===== config.mk =====
export PLATFORM = sky130hd
export DESIGN_NAME = pc_sequencer_flat
export DESIGN_NICKNAME = d
export VERILOG_FILES = /design/src/rtl/pc_sequencer_pkg.sv /design/src/rtl/pc_sequencer_if.sv /design/src/rtl/pc_sequencer_pc_select.sv /design/src/rtl/pc_sequencer.sv /design/src/flat_wrapper.sv
export SDC_FILE = /design/constraint.sdc
export NUM_CORES = 1
export LEC_CHECK = 0
export BUFFER_PORTS_ARGS = -buffer_cell sky130_fd_sc_hd__buf_2
export CAP_MARGIN = 40
export CORE_AREA = 10 10 128 130
export CTS_BUF_LIST = sky130_fd_sc_hd__clkbuf_16
export CTS_CLUSTER_DIAMETER = 50
export DETAILED_ROUTE_END_ITERATION = 8
export DIE_AREA = 0 0 138 140
export PLACE_DENSITY_LB_ADDON = 0.3
export SLEW_MARGIN = 25
export SYNTH_ARGS = -nofsm -noshare
export SYNTH_HDL_FRONTEND = slang
export SYNTH_SLANG_ARGS = --single-unit

===== constraint.sdc =====
create_clock -name clk -period 2.2 [get_ports clk]
set_clock_uncertainty 0.15 [all_clocks]
set_input_delay 0.11 -clock clk [delete_from_list [all_inputs] [get_ports clk]]
set_output_delay 0.11 -clock clk [all_outputs]
set_load 0.005 [all_outputs]

===== src/rtl/pc_sequencer_pkg.sv =====
// Shared definitions for pc_sequencer: Y86-64 icodes, status codes, sequencer
// states and the per-cycle decision made by the next-PC selector.
package pc_sequencer_pkg;

    localparam logic [3:0] IHALT   = 4'h0;
    localparam logic [3:0] INOP    = 4'h1;
    localparam logic [3:0] IRRMOVQ = 4'h2;
    localparam logic [3:0] IIRMOVQ = 4'h3;
    localparam logic [3:0] IRMMOVQ = 4'h4;
    localparam logic [3:0] IMRMOVQ = 4'h5;
    localparam logic [3:0] IOPQ    = 4'h6;
    localparam logic [3:0] IJXX    = 4'h7;
    localparam logic [3:0] ICALL   = 4'h8;
    localparam logic [3:0] IRET    = 4'h9;
    localparam logic [3:0] IPUSHQ  = 4'hA;
    localparam logic [3:0] IPOPQ   = 4'hB;

    localparam logic [2:0] SAOK = 3'd1;
    localparam logic [2:0] SHLT = 3'd2;
    localparam logic [2:0] SADR = 3'd3;
    localparam logic [2:0] SINS = 3'd4;

    typedef enum logic [1:0] {
        ST_RUN      = 2'd0,
        ST_RET_WAIT = 2'd1,
        ST_DRAIN    = 2'd2,
        ST_STOPPED  = 2'd3
    } seq_state_e;

    typedef enum logic [3:0] {
        EV_PREDICT,
        EV_LOAD_USE,
        EV_FAULT,
        EV_RET,
        EV_MISPRED,
        EV_RET_WAIT,
        EV_RET_DONE,
        EV_DRAIN,
        EV_STOP,
        EV_STOPPED
    } seq_event_e;

    // Address errors mask decode errors, which mask a legal halt.
    function automatic logic [2:0] fetch_stat(input logic [3:0] icode,
                                              input logic       instr_valid,
                                              input logic       imem_error);
        logic [2:0] stat;
        if (imem_error)        stat = SADR;
        else if (!instr_valid) stat = SINS;
        else if (icode == IHALT) stat = SHLT;
        else                   stat = SAOK;
        return stat;
    endfunction

endpackage


===== src/rtl/pc_sequencer_if.sv =====
// Fetch-stage control bus between the pipeline stages and pc_sequencer.
interface pc_sequencer_if;

    logic [3:0]  f_icode;
    logic [63:0] f_valC;
    logic [63:0] f_valP;
    logic        f_instr_valid;
    logic        f_imem_error;
    logic        d_load_use;
    logic [3:0]  m_icode;
    logic        m_cnd;
    logic [63:0] m_valA;
    logic [3:0]  w_icode;
    logic [2:0]  w_stat;
    logic [63:0] w_valM;
    logic [63:0] pc;
    logic        f_stall;
    logic        d_bubble;
    logic [2:0]  f_stat;
    logic [1:0]  seq_state;

    modport master (
        output f_icode, f_valC, f_valP, f_instr_valid, f_imem_error, d_load_use,
               m_icode, m_cnd, m_valA, w_icode, w_stat, w_valM,
        input  pc, f_stall, d_bubble, f_stat, seq_state
    );

    modport slave (
        input  f_icode, f_valC, f_valP, f_instr_valid, f_imem_error, d_load_use,
               m_icode, m_cnd, m_valA, w_icode, w_stat, w_valM,
        output pc, f_stall, d_bubble, f_stat, seq_state
    );

endinterface


===== src/rtl/pc_sequencer_pc_select.sv =====
// Combinational next-PC mux: resolves the priority between mispredict
// recovery, ret writeback, hazards, faults and fetch-side prediction.
module pc_sequencer_pc_select
    import pc_sequencer_pkg::*;
(
    input  seq_state_e  state,
    input  logic [63:0] pc_q,
    input  logic [3:0]  f_icode,
    input  logic [63:0] f_valC,
    input  logic [63:0] f_valP,
    input  logic        f_instr_valid,
    input  logic        f_imem_error,
    input  logic        d_load_use,
    input  logic [3:0]  m_icode,
    input  logic        m_cnd,
    input  logic [63:0] m_valA,
    input  logic [3:0]  w_icode,
    input  logic [2:0]  w_stat,
    input  logic [63:0] w_valM,
    output seq_event_e  ev,
    output logic [63:0] pc_d
);

    logic mispred;
    logic fault;

    assign mispred = (m_icode == IJXX) && !m_cnd;
    assign fault   = f_imem_error || !f_instr_valid || (f_icode == IHALT);

    always_comb begin
        ev   = EV_STOPPED;
        pc_d = pc_q;
        if (state == ST_STOPPED) begin
            ev = EV_STOPPED;
        end else if (mispred) begin
            ev   = EV_MISPRED;
            pc_d = m_valA;
        end else begin
            unique case (state)
                ST_RUN: begin
                    if (d_load_use)           ev = EV_LOAD_USE;
                    else if (fault)           ev = EV_FAULT;
                    else if (f_icode == IRET) ev = EV_RET;
                    else begin
                        ev   = EV_PREDICT;
                        pc_d = (f_icode == IJXX || f_icode == ICALL) ? f_valC : f_valP;
                    end
                end
                ST_RET_WAIT: begin
                    if (w_icode == IRET) begin
                        ev   = EV_RET_DONE;
                        pc_d = w_valM;
                    end else begin
                        ev = EV_RET_WAIT;
                    end
                end
                ST_DRAIN: ev = (w_stat != SAOK) ? EV_STOP : EV_DRAIN;
                default:  ev = EV_STOPPED;
            endcase
        end
    end

endmodule


===== src/rtl/pc_sequencer.sv =====
// Fetch-stage PC register and run/ret-wait/drain/stopped sequencer.
// Optional PC_SEQ_PERF_EN adds saturating cycle/stall/mispredict counters.
module pc_sequencer
    import pc_sequencer_pkg::*;
#(
    parameter logic [63:0] RESET_PC = 64'd0,
    parameter logic [63:0] MAX_PC   = 64'd511
) (
    input  logic        clk,
    input  logic        rst,
`ifdef PC_SEQ_PERF_EN
    output logic [31:0] perf_cycles,
    output logic [31:0] perf_stalls,
    output logic [15:0] perf_mispred,
`endif
    pc_sequencer_if.slave bus
);

    seq_state_e  state_q, state_d;
    logic [63:0] pc_q, pc_d;
    seq_event_e  ev;
    logic        stall_c;
    logic        bubble_c;

    pc_sequencer_pc_select u_pc_select (
        .state         (state_q),
        .pc_q          (pc_q),
        .f_icode       (bus.f_icode),
        .f_valC        (bus.f_valC),
        .f_valP        (bus.f_valP),
        .f_instr_valid (bus.f_instr_valid),
        .f_imem_error  (bus.f_imem_error),
        .d_load_use    (bus.d_load_use),
        .m_icode       (bus.m_icode),
        .m_cnd         (bus.m_cnd),
        .m_valA        (bus.m_valA),
        .w_icode       (bus.w_icode),
        .w_stat        (bus.w_stat),
        .w_valM        (bus.w_valM),
        .ev            (ev),
        .pc_d          (pc_d)
    );

    // The instruction that triggers a stall (ret, halt/fault, load/use) still
    // enters D; only the cycles after it are bubbled.
    always_comb begin
        state_d  = state_q;
        stall_c  = 1'b1;
        bubble_c = 1'b1;
        unique case (ev)
            EV_PREDICT: begin
                stall_c  = 1'b0;
                bubble_c = 1'b0;
            end
            EV_LOAD_USE: bubble_c = 1'b0;
            EV_FAULT: begin
                bubble_c = 1'b0;
                state_d  = ST_DRAIN;
            end
            EV_RET: begin
                bubble_c = 1'b0;
                state_d  = ST_RET_WAIT;
            end
            EV_MISPRED: begin
                stall_c = 1'b0;
                state_d = ST_RUN;
            end
            EV_RET_DONE: state_d = ST_RUN;
            EV_STOP:     state_d = ST_STOPPED;
            default:     state_d = state_q;
        endcase
    end

    always_ff @(posedge clk or posedge rst) begin
        if (rst) begin
            pc_q    <= RESET_PC;
            state_q <= ST_RUN;
        end else begin
            pc_q    <= pc_d;
            state_q <= state_d;
        end
    end

    assign bus.pc        = pc_q;
    assign bus.seq_state = state_q;
    assign bus.f_stall   = stall_c;
    assign bus.d_bubble  = bubble_c;
    assign bus.f_stat    = (state_q == ST_RUN || state_q == ST_DRAIN)
                         ? fetch_stat(bus.f_icode, bus.f_instr_valid, bus.f_imem_error)
                         : SAOK;

    // Range checking belongs to fetch; this block only relies on it.
    imem_range_a: assert property (@(posedge clk) disable iff (rst)
        (pc_q > MAX_PC) |-> bus.f_imem_error);

`ifdef PC_SEQ_PERF_EN
    logic [31:0] cycles_q, cycles_d;
    logic [31:0] stalls_q, stalls_d;
    logic [15:0] mispred_q, mispred_d;

    always_comb begin
        cycles_d  = cycles_q;
        stalls_d  = stalls_q;
        mispred_d = mispred_q;
        if (state_q != ST_STOPPED && cycles_q != '1) cycles_d  = cycles_q + 32'd1;
        if (stall_c && stalls_q != '1)               stalls_d  = stalls_q + 32'd1;
        if (ev == EV_MISPRED && mispred_q != '1)     mispred_d = mispred_q + 16'd1;
    end

    always_ff @(posedge clk or posedge rst) begin
        if (rst) begin
            cycles_q  <= '0;
            stalls_q  <= '0;
            mispred_q <= '0;
        end else begin
            cycles_q  <= cycles_d;
            stalls_q  <= stalls_d;
            mispred_q <= mispred_d;
        end
    end

    assign perf_cycles  = cycles_q;
    assign perf_stalls  = stalls_q;
    assign perf_mispred = mispred_q;
`endif

endmodule

===== src/flat_wrapper.sv =====
// flat-port wrapper written by rule: the top's interface ports become plain ports
module pc_sequencer_flat import pc_sequencer_pkg::*;
#(
    parameter logic [63:0] RESET_PC = 64'd0,
    parameter logic [63:0] MAX_PC   = 64'd511
)
  (clk, rst, bus_f_icode, bus_f_valC, bus_f_valP, bus_f_instr_valid, bus_f_imem_error, bus_d_load_use, bus_m_icode, bus_m_cnd, bus_m_valA, bus_w_icode, bus_w_stat, bus_w_valM, bus_pc, bus_f_stall, bus_d_bubble, bus_f_stat, bus_seq_state);
  pc_sequencer_if bus_i ();
  input  logic clk;
  input  logic rst;
  input wire logic [$bits(bus_i.f_icode)-1:0] bus_f_icode;
  input wire logic [$bits(bus_i.f_valC)-1:0] bus_f_valC;
  input wire logic [$bits(bus_i.f_valP)-1:0] bus_f_valP;
  input wire logic [$bits(bus_i.f_instr_valid)-1:0] bus_f_instr_valid;
  input wire logic [$bits(bus_i.f_imem_error)-1:0] bus_f_imem_error;
  input wire logic [$bits(bus_i.d_load_use)-1:0] bus_d_load_use;
  input wire logic [$bits(bus_i.m_icode)-1:0] bus_m_icode;
  input wire logic [$bits(bus_i.m_cnd)-1:0] bus_m_cnd;
  input wire logic [$bits(bus_i.m_valA)-1:0] bus_m_valA;
  input wire logic [$bits(bus_i.w_icode)-1:0] bus_w_icode;
  input wire logic [$bits(bus_i.w_stat)-1:0] bus_w_stat;
  input wire logic [$bits(bus_i.w_valM)-1:0] bus_w_valM;
  output wire logic [$bits(bus_i.pc)-1:0] bus_pc;
  output wire logic [$bits(bus_i.f_stall)-1:0] bus_f_stall;
  output wire logic [$bits(bus_i.d_bubble)-1:0] bus_d_bubble;
  output wire logic [$bits(bus_i.f_stat)-1:0] bus_f_stat;
  output wire logic [$bits(bus_i.seq_state)-1:0] bus_seq_state;
  assign bus_i.f_icode = bus_f_icode;
  assign bus_i.f_valC = bus_f_valC;
  assign bus_i.f_valP = bus_f_valP;
  assign bus_i.f_instr_valid = bus_f_instr_valid;
  assign bus_i.f_imem_error = bus_f_imem_error;
  assign bus_i.d_load_use = bus_d_load_use;
  assign bus_i.m_icode = bus_m_icode;
  assign bus_i.m_cnd = bus_m_cnd;
  assign bus_i.m_valA = bus_m_valA;
  assign bus_i.w_icode = bus_w_icode;
  assign bus_i.w_stat = bus_w_stat;
  assign bus_i.w_valM = bus_w_valM;
  assign bus_pc = bus_i.pc;
  assign bus_f_stall = bus_i.f_stall;
  assign bus_d_bubble = bus_i.d_bubble;
  assign bus_f_stat = bus_i.f_stat;
  assign bus_seq_state = bus_i.seq_state;
  pc_sequencer #(.RESET_PC(RESET_PC), .MAX_PC(MAX_PC)) u_core (.clk(clk), .rst(rst), .bus(bus_i));
endmodule

* Word level (Yosys, flattened, before mapping) *
Cells that the tools add are included.

cells by class
  eq/ne operators = 19
  multiplexer cells = 22
  bitwise operators = 1
  reduce and logical (&&, ||, !) cells = 16

operator list
  operator            number
  $mux 64             6
  $pmux 64 s2         1
  $eq 4x3->1 const B  4
  $eq 4x4->1 const B  4
  $mux 4              3
  $ne 3x3->1 const B  4
  $pmux 4 s3          1
  $mux 2              5
  $mux 3              3
  $eq 4x2->1 const B  2
  $logic_not 4->1     2
  $pmux 2 s4          1
  $reduce_and 6->1    1
  $eq 2x2->1 const B  2
  $eq 4x1->1 const B  1
  $logic_or 1x1->1    4
  $reduce_bool 4->1   1
  $reduce_or 2->1     2
  $reduce_or 4->1     1
  $ne 3x1->1 const B  1
  $reduce_bool 3->1   1
  $eq 2x1->1 const B  1
  $logic_not 1->1     2
  $logic_not 2->1     1
  3 further kinds     4

storage, ports and cells
  bits in registers = 66
  input bits = 277
  logic and storage cells = 60

* Logic depth before layout (Yosys ltp) *
Gate-level depths: netlist (run 1).

  word-level depth = 11
  gate-level depth with buffers = 8
  gate-level depth less buffers = 5

* Modules after synthesis *
From an unflattened synthesis (run 1), not the netlist that was laid out.

second synthesis, totals
  cell total of the unflattened synthesis = 803
  area total of the unflattened synthesis = 6163.4 um^2

modules (own cells, without submodules)
  module                  instances  cells each  area each (um^2)
  pc_sequencer_pc_select  1          716         4386.7
  pc_sequencer            1          87          1776.7

* Worst setup path before layout (run 1) *
OpenSTA, ideal clock, no wires.

  path type = register to register
  start = reg u_core.state_q[0] (netlist: u_core.bus.seq_state[0])
  end = reg u_core.pc_q[0] (netlist: u_core.bus.pc[0])
  library setup time = 0.128 ns
  data arrival time = 1.675 ns
  required time = 1.922 ns
  path slack = 0.247 ns
  stages on the path, launching flop included = 8
  buffers on the path = 3
  cell sequence = dfrtp_1 > clkbuf_1 > nand2b_1 > and2_1 > clkbuf_1 > clkbuf_1 > a211oi_1 > mux2_1

between the ends
  cells in the longest elaborated chain, start to end = 3

ends and longest elaborated chain
  what                                                          RTL line                      RTL
  from (decl)                                                   pc_sequencer.sv:19            seq_state_e state_q, state_d;
  from (signal assigned)                                        pc_sequencer.sv:80            state_q <= state_d;
  $eq 2x1->1 (tied with other cells)                            pc_sequencer_pc_select.sv:39  unique case (state)
  $ne 3x3->1 (no source line) (tied with other cells)           -
  $reduce_and 6->1 (no source line) or $mux 64 (tied branches)  -
  to (signal assigned)                                          pc_sequencer.sv:79            pc_q <= pc_d;
  to (decl)                                                     pc_sequencer.sv:20            logic [63:0] pc_q, pc_d;

Parallel ways exist; a longest one is shown, timed or not.
A chain may end at the register's enable or synchronous reset.

* Final worst setup path (run 1) *
  start = reg u_core.state_q[1] (netlist: u_core.bus.seq_state[1])
  end = reg u_core.pc_q[29] (netlist: u_core.bus.pc[29])

The elaborated chain is that of the path after synthesis.

==> results of run 1 <==
-- metal layers --
layer	up-vias	part of all wire	global-route usage
met4	0	0.017	0.0599
met5	-	0	0
met2	217	0.52	0.328
met3	21	0.079	0.0598
met1	2302	0.38	0.183
li1	2415	-	-
-- cells in the final DEF (no fill, tap or decap) --
cell,n
nor4bb_1,1
mux2_2,24
a31oi_4,1
nand4_1,1
clkbuf_16,9
nand2_1,4
or3_1,1
and2_2,2
nor3b_1,1
nand2b_1,1
a31oi_1,1
mux2_1,40
nand2_2,1
nor3_1,66
nand2b_2,1
mux2i_1,64
a211o_1,1
clkinv_2,2
clkinv_1,3
a21oi_1,5
dlygate4sd3_1,1
dfrtp_1,66
o41ai_1,1
a211oi_1,64
a21o_1,1
inv_1,5
xnor2_1,1
and4b_1,1
a21oi_4,1
inv_2,1
nor2_1,71
buf_2,347
buf_12,7
buf_4,20
o21ai_0,2
-- registers in the layout (all words and copies together) (netlist names) --
signal and flops:
u_core.bus.pc 64, u_core.bus.seq_state 2
-- worst max-delay path, stage by stage, from the launching register on --
cell,delay (ps)
dfrtp_1,440
nand2b_2,240
and2_2,320
buf_12,210
a211oi_1,350
mux2_2,220
-- per-stage QoR --
stage,worst slack (ps),hold slack [ps],util,std cells,cell area [um2]
after floorplan,247,100,-,470,4480
after global placement,98.8,40.7,0.476,981,6560
after detailed placement,111,48.7,0.476,981,6560
after CTS,185,52.0,0.496,998,6830
after global routing,42.0,86.3,0.496,998,6830
final,178,49.7,0.496,998,6830
-- worst max path at each step --
stage                     depth (start not counted)                            end                                start
after floorplan                                   7   u_core.bus.pc[0]$_DFFE_PP0P_  u_core.bus.seq_state[0]$_DFFE_PP0P_
after global placement                            8  u_core.bus.pc[29]$_DFFE_PP0P_                       bus_m_icode[3]
after detailed placement                          8  u_core.bus.pc[29]$_DFFE_PP0P_                       bus_m_icode[3]
after CTS                                         5  u_core.bus.pc[29]$_DFFE_PP0P_  u_core.bus.seq_state[1]$_DFFE_PP0P_
after global routing                              5  u_core.bus.pc[29]$_DFFE_PP0P_  u_core.bus.seq_state[1]$_DFFE_PP0P_
final                                             5  u_core.bus.pc[29]$_DFFE_PP0P_  u_core.bus.seq_state[1]$_DFFE_PP0P_
-- area by class of cell --
cell class / count / area share
Sequential cell: 66 / 0.242
Inverter: 4 / 0.00220
Timing Repair Buffer: 375 / 0.298
Clock inverter: 7 / 0.00422
Tap cell: 180 / 0.0330
Multi-Input combinational cell: 357 / 0.387
Clock buffer: 9 / 0.0330
-- cells by family after synthesis --
family,Yosys count,share of synthesized area
AOI/OAI and AO/OA,77,0.125
muxes,128,0.304
buffers and inverters,47,0.0475
and+or+nand+nor,151,0.152
xor gates and xnor gates,1,0.00196
DFF,66,0.369
-- where the power goes --
part	internal, mW	switching [mW]
sequential	1.81	0.286
clock	0.736	0.474
combinational	1.25	1.13
==> summary.txt, run 1 <==
Die
  – I/O pins: 348
  – Die width: around 140 um
  – Row count: 43
  – Core Region: roughly 14,000 um2
  – Initial Util: 0.325
  – Die height: ~140 um
  – Total Die Area: ~19,000 um2

Clock tree
  – Worst skew pair latency: ~320 ps
  – CTS max path bufs: 2
  – Sink Count: 66
  – CTS resizes: 0
  – CTS tree: done
  – # Post-CTS Setup Buffers: 0
  – Hold-fix buffers, CTS: 1
  – Clock-pin slew on the worst setup and hold paths: roughly 50 ps
  – Clock H-tree levels: 3
  – CTS Root Cell: clkbuf_16
  – Total CTS buffers: 9

Route
  – Vias per inst: roughly 5.0
  – Initial DRT Pass Iterations: 4
  – DRC viols: 0
  – Routed wire length: ~18,000 um
  – 1st-iter DRT viols: about 130
  – Remaining antenna violation count: 0
  – Vias: roughly 5,000
  – Wire per inst: around 18 um

Timing
  – Tmin final: 2020 ps
  – FMAX: about 0.49 GHz
  – Setup-failing EPs final: 0
  – Worst slew margin: 0.638
  – Worst slew pin tran: 542 ps
  – Slew Viols, Final: 0
  – RSZ-0062 raised after global routing: no
  – Final Hold Viols: 0
  – Setup TNS: 0 ps
  – Final worst-path cycle share: 0.919

Setup path
  – Reg-to-reg endpoint: u_core.bus.pc[29]$_DFFE_PP0P_
  – Register-to-Register Path Depth: 5
  – WP data required: approximately 2300 ps
  – Crit Path Max Fanout: 30
  – CP Class: flop to flop
  – Crit path DAT: approximately 2100 ps
  – Nature of the critical path endpoint: flop
  – RR Startpoint: u_core.bus.seq_state[1]$_DFFE_PP0P_
  – Startpoint Class: flop
  – Reg2Reg Setup Slack: 180 ps

Min path
  – Worst hold endpoint: u_core.bus.seq_state[0]$_DFFE_PP0P_
  – Hold path start: bus_d_load_use
  – HP Class: primary input to flop
  – Worst hold path depth: 4

Pwr
  – Overall Power: around 5.7 mW
  – VDD IR-drop max: around 0.00033 V
  – Power Dens Cells: roughly 830 nW/um2
  – Leak: approximately 3.8 nW

Placed design
  – Dpl hpwl: between 10,000 and 15,000 um
  – Port bufs: approximately 350
  – GP Congestion: just over 0.8

Run status
  – Outcome: finished, final reports clean

Job
  – Max Cap Viol: 0

Synth
  – Syn nets: 747
  – Top post-synthesis cells by count: nor2_1 (71), dfrtp_1 (66), nor3_1 (66)
  – Number of synthesized flops with an enable pin: 0
  – Synth unique cells: 28
  – Synthesized instance count: 470
  – #FFs+latches synth: 66
  – Asr flop ratio synth: 1.00
  – Synthesized area: 4480 um2
  – Most common cell in the netlist: nor2_1
  – Post-synthesis sequential area ratio: 0.369
  – Synth warn: 0
  – Synth area leader: dfrtp_1
  – Synth top area share: 0.369
  – Synth top area cells: dfrtp_1 (37%), mux2i_1 (14%), a211oi_1 (11%), mux2_1 (10%), nor3_1 (7.4%)
  – Top FF cell, synth: dfrtp_1
  – Syn_area_per_cell: 9.53 um2

Layout
  – Synthesis-to-finish area growth: 52.5%
  – FF/Latch Area: around 1700 um2
  – # nets final: ~1,100
  – N_diodes: 0
  – Multi-input gate area: 2640 um2
  – Fillers: around 1,400
  – Layout cells sized above 1: 0.509

GRT
  – Largest net degree at the start of global routing: 38
  – First-pass GRT wire length: 28,500 um
  – Gr ovfl total: 0
  – Initial antenna violation count: 0
  – Number of global-route vias before repair: ~5,500
  – Tot GR Track Use: 0.177
Note: power is estimated with default switching activity, not from simulation.
==> inputs of run 2 (changes only) <==
--- a/config.mk
+++ b/config.mk
@@ -12,7 +12,7 @@
 export CTS_CLUSTER_DIAMETER = 50
 export DETAILED_ROUTE_END_ITERATION = 8
 export DIE_AREA = 0 0 138 140
-export PLACE_DENSITY_LB_ADDON = 0.3
+export PLACE_DENSITY_LB_ADDON = 0.12
 export SLEW_MARGIN = 25
 export SYNTH_ARGS = -nofsm -noshare
 export SYNTH_HDL_FRONTEND = slang
==> run 2 against run 1 <==
Effect of this change: sequential share of layout area grew 0.17 points; maximum frequency is essentially flat; cell count shrank 1.0%; first-iteration DRC count grew 24%; combinational power grew 2%; largest power group unchanged; worst setup slack lost 1.4 ps; clock power is essentially flat; worst hold slack lost 13 ps; count of clock-buffer cells in the layout is the same; power grew 1.1%; global-route usage grew 1.1 points; critical path type is now primary input to flop; critical endpoint is now u_core.bus.pc[55]$_DFFE_PP0P_.
==> summary.txt, run 2 (synthesis gave the netlist of run 1 again) <==
Clock tree
  – Clock H-tree levels: 3 (unchanged)
  – Sink Count: 66 (unchanged)
  – # Post-CTS Setup Buffers: 0 (unchanged)
  – CTS resizes: 0 (unchanged)
  – CTS max path bufs: 2 (unchanged)
  – Hold-fix buffers, CTS: 2 (was 1)
  – Worst skew pair latency: 320 ps (about the same)
  – Clock-pin slew on the worst setup and hold paths: 50 ps (about the same)
  – Total CTS buffers: 9 (unchanged)
  – CTS tree: done (unchanged)
  – CTS Root Cell: clkbuf_16 (unchanged)

Layout
  – Most frequent cells in the layout: buf_2 (347), nor2_1 (71), nor3_1 (66), dfrtp_1 (66) (unchanged)
  – Layout cells sized above 1: 0.503 (was 0.509)
  – Synthesis-to-finish area growth: 51.4% (was 52.5%)
  – # nets final: 1,080 (was 1,090)
  – Max FFs per register: 64 (unchanged)
  – Most common cell after layout, fill and taps aside: buf_2 (unchanged)

GRT
  – Gr ovfl total: 0 (unchanged)
  – Initial antenna violation count: 1 (was 0)
  – Number of global-route vias before repair: 5,391 (was 5,533)
  – Largest net degree at the start of global routing: 65 (was 38)
  – Tot GR Track Use: 0.188 (was 0.177)
  – First-pass GRT wire length: 29,900 um (was 28,500 um)

Setup path
  – CP startpoint: bus_m_icode[1] (was u_core.bus.seq_state[1]$_DFFE_PP0P_)
  – Nature of the critical path endpoint: flop (unchanged)
  – WP data required: 2300 ps (was 2310 ps)
  – Slowest library cell on the worst path: buf_4 (was dfrtp_1)
  – RR Startpoint: u_core.bus.seq_state[1]$_DFFE_PP0P_ (unchanged)
  – Slowest Stage Delay on Critical Path: 590 ps (was 440 ps)
  – Reg2Reg Setup Slack: 310 ps (was 180 ps)
  – CP Class: primary input to flop (was flop to flop)
  – Reg-to-reg endpoint: u_core.bus.pc[55]$_DFFE_PP0P_ (was u_core.bus.pc[29]$_DFFE_PP0P_)
  – Crit path cell chain: dlygate4sd3_1, buf_2, nand2_2, buf_4, nor2_1, a211oi_1, mux2_1 (was nand2b_2, and2_2, buf_12, a211oi_1, mux2_2)
  – Crit path DAT: 2130 ps (about the same)
  – Crit path to: u_core.bus.pc[55]$_DFFE_PP0P_ (was u_core.bus.pc[29]$_DFFE_PP0P_)
  – Register-to-Register Path Depth: 5 (unchanged)
  – Startpoint Class: primary input (was flop)
  – Crit Path Max Fanout: 64 (was 30)

Route
  – Initial DRT Pass Iterations: 6 (was 4)
  – DRC viols: 0 (unchanged)
  – Vias: 4,979 (was 4,955)
  – Vias per inst: 5.04 (was 4.96)
  – Routed wire length: 19,000 um (was 18,100 um)
  – Remaining antenna violation count: 0 (unchanged)
  – 1st-iter DRT viols: 156 (was 126)
  – Wire per inst: 19.2 um (was 18.1 um)

Die
  – Initial Util: 0.325 (unchanged)
  – Total Die Area: 19,300 um2 (unchanged)
  – Row count: 43 (unchanged)
  – Die width: 138 um (unchanged)
  – Die height: 140 um (unchanged)
  – I/O pins: 348 (unchanged)
  – Core Region: 13,800 um2 (unchanged)

Timing
  – Worst slew margin: 0.505 (was 0.638)
  – Setup TNS: 0 ps (unchanged)
  – RSZ-0062 raised after global routing: no (unchanged)
  – Tmin final: 2020 ps (about the same)
  – Setup-failing EPs final: 0 (unchanged)
  – Worst slew pin tran: 742 ps (was 542 ps)
  – Final Hold Viols: 0 (unchanged)
  – Final worst-path cycle share: 0.920 (was 0.919)
  – Slew Viols, Final: 0 (unchanged)
  – FMAX: 0.494 GHz (about the same)

Min path
  – HP Class: primary input to flop (unchanged)

Pwr
  – VDD IR-drop max: 0.000327 V (was 0.000333 V)
  – Power Dens Cells: 848 nW/um2 (was 833 nW/um2)
  – Leak: 3.74 nW (was 3.78 nW)
  – Overall Power: 5.75 mW (was 5.69 mW)

Placed design
  – Dpl hpwl: 15,500 um (was 14,800 um)
  – Port bufs: 347 (unchanged)
  – GP Congestion: 0.927 (was 0.829)

Run status
  – Outcome: finished, final reports clean (unchanged)

Job
  – Max Cap Viol: 0 (unchanged)
## run 2: how the worst min path moves through the flow
stage / startpoint / to / slack, ps / cells past startpoint
after global placement: rst / u_core.bus.pc[15]$_DFFE_PP0P_ / -3 / 2
after CTS: bus_d_load_use / u_core.bus.seq_state[0]$_DFFE_PP0P_ / 30 / 4
final: bus_d_load_use / u_core.bus.seq_state[0]$_DFFE_PP0P_ / 40 / 4
after global routing: bus_d_load_use / u_core.bus.seq_state[0]$_DFFE_PP0P_ / 100 / 4
after detailed placement: rst / u_core.bus.pc[61]$_DFFE_PP0P_ / 3 / 2
after floorplan: bus_f_instr_valid / bus_f_stat[2] / 100 / 1
## run 2: power by group
part / internal (mW) / switching, mW
clock: 0.735 / 0.463
combinational: 1.25 / 1.18
sequential: 1.81 / 0.304
total: 3.80 / 1.95
## run 2: area by class of cell
class / count / area, um2
fill: 1370 / 7000
multi-input combinational: 357 / 2640
timing repair buffer: 365 / 1990
sequential: 66 / 1650
clock buffer: 9 / 225
tap: 180 / 225
clock inverter: 6 / 26.3
inverter: 4 / 15.0
antenna: 1 / 2.50
## run 2: worst max-delay path: cells and delay by family
kind / cells / cell delay (ps)
mux: 1 / 190
simple gates: 2 / 170
compound gates: 1 / 340
buf+inv: 3 / 1270
## run 2: layer usage
layer  wire length [um]  GRT usage
met1               7180      0.202
met2              10100      0.349
met3               1440     0.0592
met4                306     0.0483
met5                  0          0
## run 2: metrics by stage
| stage | instance area, um2 | hold WS, ps | utilization | std cells | setup slack (ps) |
|---|---|---|---|---|---|
| final | 6780 | 37.0 | 0.492 | 988 | 176 |
| after global routing | 6780 | 95.5 | 0.492 | 988 | 102 |
| after floorplan | 4480 | 100 | - | 470 | 247 |
| after detailed placement | 6500 | 3.22 | 0.472 | 970 | 111 |
| after global placement | 6500 | -2.72 | 0.472 | 970 | 86.4 |
| after CTS | 6780 | 29.5 | 0.492 | 987 | 182 |
